<file path="config.mk">
export PLATFORM = sky130hd
export DESIGN_NAME = imm_packer_flat
export DESIGN_NICKNAME = d
export VERILOG_FILES = /design/src/rtl/imm_packer_pkg.sv /design/src/rtl/imm_packer_if.sv /design/src/rtl/imm_scatter.sv /design/src/rtl/imm_packer.sv /design/src/flat_wrapper.sv
export SDC_FILE = /design/constraint.sdc
export NUM_CORES = 1
export LEC_CHECK = 0
export CAP_MARGIN = 20
export CORE_UTILIZATION = 30
export DETAILED_ROUTE_END_ITERATION = 8
export PLACE_DENSITY = 0.58
export SLEW_MARGIN = 20
export SYNTH_ARGS = -nofsm -noshare
export SYNTH_HDL_FRONTEND = slang
export SYNTH_SLANG_ARGS = --single-unit
</file>
<file path="constraint.sdc">
create_clock -name clk -period 2 [get_ports clk]
set_input_delay 0.6 -clock clk [delete_from_list [all_inputs] [get_ports clk]]
set_output_delay 0.6 -clock clk [all_outputs]
set_load 0.02 [all_outputs]
</file>
<file path="src/rtl/imm_packer_pkg.sv">
// Shared SEXT format codes and small helpers for the immediate packer.
// The encoding matches the SEXT decoder so both sides agree on format numbering.
package imm_packer_pkg;

   typedef enum logic [2:0] {
      SEXT_R    = 3'd0,
      SEXT_I    = 3'd1,
      SEXT_MOVE = 3'd2,
      SEXT_S    = 3'd3,
      SEXT_B    = 3'd4,
      SEXT_U    = 3'd5,
      SEXT_J    = 3'd6
   } sext_op_e;

   localparam logic [2:0] OP_ILLEGAL = 3'd7;

   // True when every bit selected by upper_mask equals the others (a sign run).
   function automatic logic fits_signed(input logic [31:0] v, input logic [31:0] upper_mask);
      return ((v & upper_mask) == 32'h0000_0000) || ((v & upper_mask) == upper_mask);
   endfunction

endpackage

</file>
<file path="src/rtl/imm_packer_if.sv">
// Request/response bus of the immediate packer: master drives requests, slave is the packer.
interface imm_packer_if;
   logic        in_valid;
   logic        in_ready;
   logic [2:0]  op;
   logic [31:0] imm;
   logic [31:0] base;
   logic        out_valid;
   logic        out_ready;
   logic [31:0] inst;
   logic        err;

   modport master (
      output in_valid, op, imm, base, out_ready,
      input  in_ready, out_valid, inst, err
   );

   modport slave (
      input  in_valid, op, imm, base, out_ready,
      output in_ready, out_valid, inst, err
   );
endinterface

</file>
<file path="src/rtl/imm_scatter.sv">
// Combinational per-format immediate scatter into a base instruction word.
// Range checking of the immediate is present only when IMM_RANGE_CHECK_EN is defined.
module imm_scatter
   import imm_packer_pkg::*;
(
   input  logic [2:0]  op,
   input  logic [31:0] imm,
   input  logic [31:0] base,
   output logic [31:0] inst,
   output logic        err
);

   logic op_ill_s;
   logic range_err_s;

   // Bit scatter; positions not owned by the format keep the base value.
   always_comb begin
      inst     = base;
      op_ill_s = 1'b0;
      case (sext_op_e'(op))
         SEXT_R:    inst = base;
         SEXT_I:    inst[31:20] = imm[11:0];
         SEXT_MOVE: inst[24:20] = imm[4:0];
         SEXT_S: begin
            inst[31:25] = imm[11:5];
            inst[11:7]  = imm[4:0];
         end
         SEXT_B: begin
            inst[31]    = imm[12];
            inst[7]     = imm[11];
            inst[30:25] = imm[10:5];
            inst[11:8]  = imm[4:1];
         end
         SEXT_U:    inst[31:12] = imm[31:12];
         SEXT_J: begin
            inst[31]    = imm[20];
            inst[30:21] = imm[10:1];
            inst[20]    = imm[11];
            inst[19:12] = imm[19:12];
         end
         default: begin
            inst     = base;
            op_ill_s = 1'b1;
         end
      endcase
   end

`ifdef IMM_RANGE_CHECK_EN
   // Flags immediates whose value would be lost by the truncating scatter.
   always_comb begin
      range_err_s = 1'b0;
      case (sext_op_e'(op))
         SEXT_I, SEXT_S: range_err_s = !fits_signed(imm, 32'hFFFF_F800);
         SEXT_B:         range_err_s = imm[0] || !fits_signed(imm, 32'hFFFF_F000);
         SEXT_J:         range_err_s = imm[0] || !fits_signed(imm, 32'hFFF0_0000);
         SEXT_U:         range_err_s = (imm[11:0] != 12'h000);
         SEXT_MOVE:      range_err_s = (imm[31:5] != 27'h0);
         default:        range_err_s = 1'b0;
      endcase
   end
`else
   assign range_err_s = 1'b0;
`endif

   assign err = op_ill_s | range_err_s;

endmodule

</file>
<file path="src/rtl/imm_packer.sv">
// Two-stage valid/ready immediate packer with a saturating error counter.
// Optional immediate range checking is enabled by defining IMM_RANGE_CHECK_EN.
module imm_packer
   import imm_packer_pkg::*;
#(
   parameter int ERR_CNT_W = 16
) (
   input  logic                 clk,
   input  logic                 rst_n,
   imm_packer_if.slave          bus,
   output logic [ERR_CNT_W-1:0] err_cnt,
   input  logic                 err_cnt_clr
);

   logic                 s1_valid_r;
   logic [31:0]          s1_inst_r;
   logic                 s1_err_r;
   logic                 out_valid_r;
   logic [31:0]          inst_r;
   logic                 err_r;
   logic [ERR_CNT_W-1:0] err_cnt_r;
   logic [ERR_CNT_W-1:0] err_cnt_nxt_s;
   logic [31:0]          pack_inst_s;
   logic                 pack_err_s;
   logic                 s1_ready_s;
   logic                 s2_ready_s;
   logic                 in_xfer_s;
   logic                 out_xfer_s;

   imm_scatter u_scatter (
      .op   (bus.op),
      .imm  (bus.imm),
      .base (bus.base),
      .inst (pack_inst_s),
      .err  (pack_err_s)
   );

   assign s2_ready_s = !out_valid_r || bus.out_ready;
   assign s1_ready_s = !s1_valid_r || s2_ready_s;
   assign in_xfer_s  = bus.in_valid && s1_ready_s;
   assign out_xfer_s = out_valid_r && bus.out_ready;

   // Stage 1 register: captures the packed word whenever it can move forward.
   always_ff @(posedge clk or negedge rst_n) begin
      if (!rst_n) begin
         s1_valid_r <= 1'b0;
         s1_inst_r  <= 32'h0000_0000;
         s1_err_r   <= 1'b0;
      end else if (s1_ready_s) begin
         s1_valid_r <= bus.in_valid;
         if (in_xfer_s) begin
            s1_inst_r <= pack_inst_s;
            s1_err_r  <= pack_err_s;
         end
      end
   end

   // Stage 2 register: output holds while the consumer stalls.
   always_ff @(posedge clk or negedge rst_n) begin
      if (!rst_n) begin
         out_valid_r <= 1'b0;
         inst_r      <= 32'h0000_0000;
         err_r       <= 1'b0;
      end else if (s2_ready_s) begin
         out_valid_r <= s1_valid_r;
         if (s1_valid_r) begin
            inst_r <= s1_inst_r;
            err_r  <= s1_err_r;
         end
      end
   end

   // Error counter next value; clear wins over a same-cycle increment.
   always_comb begin
      err_cnt_nxt_s = err_cnt_r;
      if (err_cnt_clr) begin
         err_cnt_nxt_s = {ERR_CNT_W{1'b0}};
      end else if (out_xfer_s && err_r && (err_cnt_r != {ERR_CNT_W{1'b1}})) begin
         err_cnt_nxt_s = err_cnt_r + ERR_CNT_W'(1);
      end else begin
         err_cnt_nxt_s = err_cnt_r;
      end
   end

   // Error counter register.
   always_ff @(posedge clk or negedge rst_n) begin
      if (!rst_n) begin
         err_cnt_r <= {ERR_CNT_W{1'b0}};
      end else begin
         err_cnt_r <= err_cnt_nxt_s;
      end
   end

   assign bus.in_ready  = s1_ready_s;
   assign bus.out_valid = out_valid_r;
   assign bus.inst      = inst_r;
   assign bus.err       = err_r;
   assign err_cnt       = err_cnt_r;

endmodule
</file>
<file path="src/flat_wrapper.sv">
// flat-port wrapper written by rule: the top's interface ports become plain ports
module imm_packer_flat import imm_packer_pkg::*;
#(
   parameter int ERR_CNT_W = 16
)
  (clk, rst_n, err_cnt, err_cnt_clr, bus_in_valid, bus_op, bus_imm, bus_base, bus_out_ready, bus_in_ready, bus_out_valid, bus_inst, bus_err);
  imm_packer_if bus_i ();
  input  logic clk;
  input  logic rst_n;
  output logic [ERR_CNT_W-1:0] err_cnt;
  input  logic err_cnt_clr;
  input wire logic [$bits(bus_i.in_valid)-1:0] bus_in_valid;
  input wire logic [$bits(bus_i.op)-1:0] bus_op;
  input wire logic [$bits(bus_i.imm)-1:0] bus_imm;
  input wire logic [$bits(bus_i.base)-1:0] bus_base;
  input wire logic [$bits(bus_i.out_ready)-1:0] bus_out_ready;
  output wire logic [$bits(bus_i.in_ready)-1:0] bus_in_ready;
  output wire logic [$bits(bus_i.out_valid)-1:0] bus_out_valid;
  output wire logic [$bits(bus_i.inst)-1:0] bus_inst;
  output wire logic [$bits(bus_i.err)-1:0] bus_err;
  assign bus_i.in_valid = bus_in_valid;
  assign bus_i.op = bus_op;
  assign bus_i.imm = bus_imm;
  assign bus_i.base = bus_base;
  assign bus_i.out_ready = bus_out_ready;
  assign bus_in_ready = bus_i.in_ready;
  assign bus_out_valid = bus_i.out_valid;
  assign bus_inst = bus_i.inst;
  assign bus_err = bus_i.err;
  imm_packer #(.ERR_CNT_W(ERR_CNT_W)) u_core (.clk(clk), .rst_n(rst_n), .bus(bus_i), .err_cnt(err_cnt), .err_cnt_clr(err_cnt_clr));
endmodule
</file>
==> run_results.csv <==
group,metric,value,unit
placement,place_area,5760,µm²
yosys,ys_types,40,
grt,grt_max_degree,37,
placement,dp_hpwl,7500,µm
yosys,syn_avg_cell_area,10.4,µm²
setup_path,worstReg2RegEnd,"u_core.err_cnt[13]",
timing,rsz0062_at_grt,"true",
drt,drt_iter0_markers,200,
timing,setup_viol,0,
setup_path,startpoint_type,"register",
floorplan,initial_utilization,31.0,%
layout,layout_commonest_cell,"clkdlybuf4s50_1",
setup_path,cp.buffers_inverters,1,
yosys,synth_compound_area_share,10.9,%
power_and_ir_drop,p_leak,2.71,nW
power_and_ir_drop,vdd_ir_drop_max,405,µV
setup_path,required,1.40,ns
yosys,async_flop_share,100,%
timing,slew_headroom,65.4,%
floorplan,core,13300,µm²
clock_network,cts_max_level,3,
floorplan,ioPinCount,123,
outcome,status,"completed",
yosys,synth_edf_count,0,
timing,period_share,97.3,%
setup_path,reg2reg_slack,0.12,ns
drt,firstDrtPassIters,4,
power_and_ir_drop,p_per_area,830,nW/µm²
drt,vias,3431,
timing,fin_crit,1.95,ns
yosys,synthCells,398,
layout,antenna_cells,0,
timing,finalHoldViolCount,0,
floorplan,die_h,119,µm
setup_path,worstPathMaxFanout,2,
yosys,synth_mux_area_share,19.2,%
yosys,syn_area,4130,µm²
setup_path,path_class,"reg2out",
yosys,synth_flop_cell,"dfrtp_1",
layout,mostFrequentLayoutCells,"clkdlybuf4s50_1 (101), dfrtp_1 (84), nand2_1 (51)",
timing,finalWorstSetupSlack,0.0532,ns
layout,area_delta_synth_final,46.3,%
layout,final_cell_area,6050,µm²
flow_run,maxCapViolCount,0,
floorplan,die-area,14200,µm²
setup_path,cp-end-kind,"output port",
yosys,synth_xor_area_share,0.212,%
clock_network,clockBufferDepth,2,
setup_path,path_cells,"clkdlybuf4s50_1",
yosys,synth_nets,471,
clock_network,root_buffer,"clkbuf_16",
drt,ant_nets,0,
placement,dp_cells,703,
setup_path,slowest_delay,0.62,ns
timing,tightest_slew,0.515,ns
clock_network,cts_tree,"yes",
setup_path,worst_ep_arrival_time,1.35,ns
placement,place_congestion,0.840,
setup_path,path_delay_family,"buffers and inverters",
setup_path,endpoint,"bus_inst[20]",
layout,final_nets,612,
drt,viasPerCell,4.77,
yosys,synth_top_family_by_area,"multiplexers",
layout,layoutNonFillerInstCount,720,
layout,drive_above_1_share,18.9,%
drt,wl_per_cell,13.7,µm
clock_network,cts_sinks,84,
setup_path,reg2regPathDepth,4,
grt,antenna_found_initial,0,
drt,drc,0,
yosys,synth-adder-area-share,0.303,%
yosys,yosys_warnings,0,
yosys,synthSimpleGateAreaFrac,15.5,%
timing,slew_violations,0,
clock_network,cts_made_buffers,9,
setup_path,worstSetupPathDepth,1,
grt,grt_overflow,0,
floorplan,die_x,119,µm
grt,gr-usage-all-layers,14.9,%
setup_path,rr_startpoint,"u_core.err_cnt[2]",
clock_network,clk_latency,0.34,ns
timing,max_freq,0.514,GHz
yosys,ys_ff_latch,84,
grt,grt_pass1_vias,3493,
placement,port_buffers,122,
setup_path,cp-startpoint,"u_core.bus.inst[20]",
timing,tns,0,ns
floorplan,placementRows,42,
clock_network,cts_hold_buf,0,
grt,grt_pass1_wl,16900,µm
placement,preCtsSetupSlack,-0.457,ns
timing,finClkSkew,0.00561,ns
yosys,seq_area_frac_synth,50.9,%
clock_network,clkSlewWorstSetupHoldPaths,0.06,ns
setup_path,crit_slowest_cell,"clkdlybuf4s50_1",
drt,wirelength,9900,µm
hold_path,hold_class,"in2async",
-- how the worst min path moves through the flow --
stage | start | end | slack (ns) | cells past startpoint
finish | rst_n | u_core.bus.inst[1] | 0.19 | 1
detailed placement | u_core.s1_inst_r[5] | u_core.s1_inst_r[5] | 0.46 | 2
global route | rst_n | u_core.bus.inst[1] | 0.20 | 1
floorplan | rst_n | u_core.bus.err | 0.30 | 0
CTS | rst_n | u_core.bus.inst[1] | 0.18 | 1
global placement | u_core.s1_inst_r[4] | u_core.s1_inst_r[4] | 0.46 | 2
-- through the flow --
step           power (mW)  utilization (%)  hold slack [ns]
2_1_floorplan        2.77                -            0.304
3_3_place_gp         3.49             43.2            0.456
3_5_place_dp         3.51             43.2            0.462
4_1_cts              5.10             45.2            0.185
5_1_grt              5.29             45.3            0.202
6_report             5.02             45.3            0.186
-- power breakdown --
group	internal [mW]	total (mW)	switching [mW]
registers	1.98	2.13	0.151
logic	0.715	1.33	0.613
clock network	0.856	1.56	0.707
-- sequential cells by signal (all words and copies together), names as in the netlist --
register / cells
u_core.s1_err_r: 1
u_core.err_cnt: 16
u_core.bus.out_valid: 1
u_core.s1_valid_r: 1
u_core.s1_inst_r: 32
u_core.bus.inst: 32
u_core.bus.err: 1
-- cell families after synthesis --
kind of cell,count (synthesis)
xor gates and xnor gates,1
and+or+nand+nor,128
buffers and inverters,30
muxes,74
adders and majority gates,1
AOI/OAI and AO/OA,80
DFF,84
-- area by class of cell --
cell class                 count  area, µm²
fill                        1342       7300
tap                          176        220
timing repair buffer         156       1510
clock buffer                   9        225
clock inverter                 7       57.6
inverter                       4       15.0
multi-input combinational    284       1920
sequential                    84       2100
-- timing repair --
item	in CTS	in global routing
pin swaps	1	0
endpoints found under the setup margin	25	5
setup buffers	1	0
gates resized for setup	22	3
-- synthesized netlist by cell type, types with 2 or more instances --
library cell	count	area [µm²]
nor3_1	2	10.0
dfrtp_1	84	2100
a31oi_1	3	18.8
nand3b_1	3	22.5
buf_1	6	22.5
nand4_1	5	31.3
nand3_1	7	35.0
nor2b_1	4	25.0
nor4_1	2	12.5
o31ai_1	7	52.6
o21ai_0	31	155
a21oi_1	28	140
inv_1	4	15.0
nor4b_1	2	17.5
nand2b_1	7	43.8
mux2i_1	32	320
mux2_2	42	473
clkbuf_1	13	48.8
a211oi_1	7	52.6
or4_1	6	45.0
nand2_1	53	199
or3_1	3	18.8
nor2_1	25	93.8
buf_2	6	30.0
-- layer usage --
metal,global-route usage (%),vias up,part of all wire [%]
met5,0,-,0
met4,5.08,0,1.4
met3,4.07,13,5.6
met2,22.9,101,44
met1,20.1,1614,49
li1,-,1703,-
-- worst register-to-register path, cell delays in order (launching register included) --
cell	delay, ns
dfrtp_1	0.47
nand3_4	0.15
or3_1	0.49
or4_1	0.54
a21oi_1	0.16
Note: power is estimated with default switching activity, not from simulation.
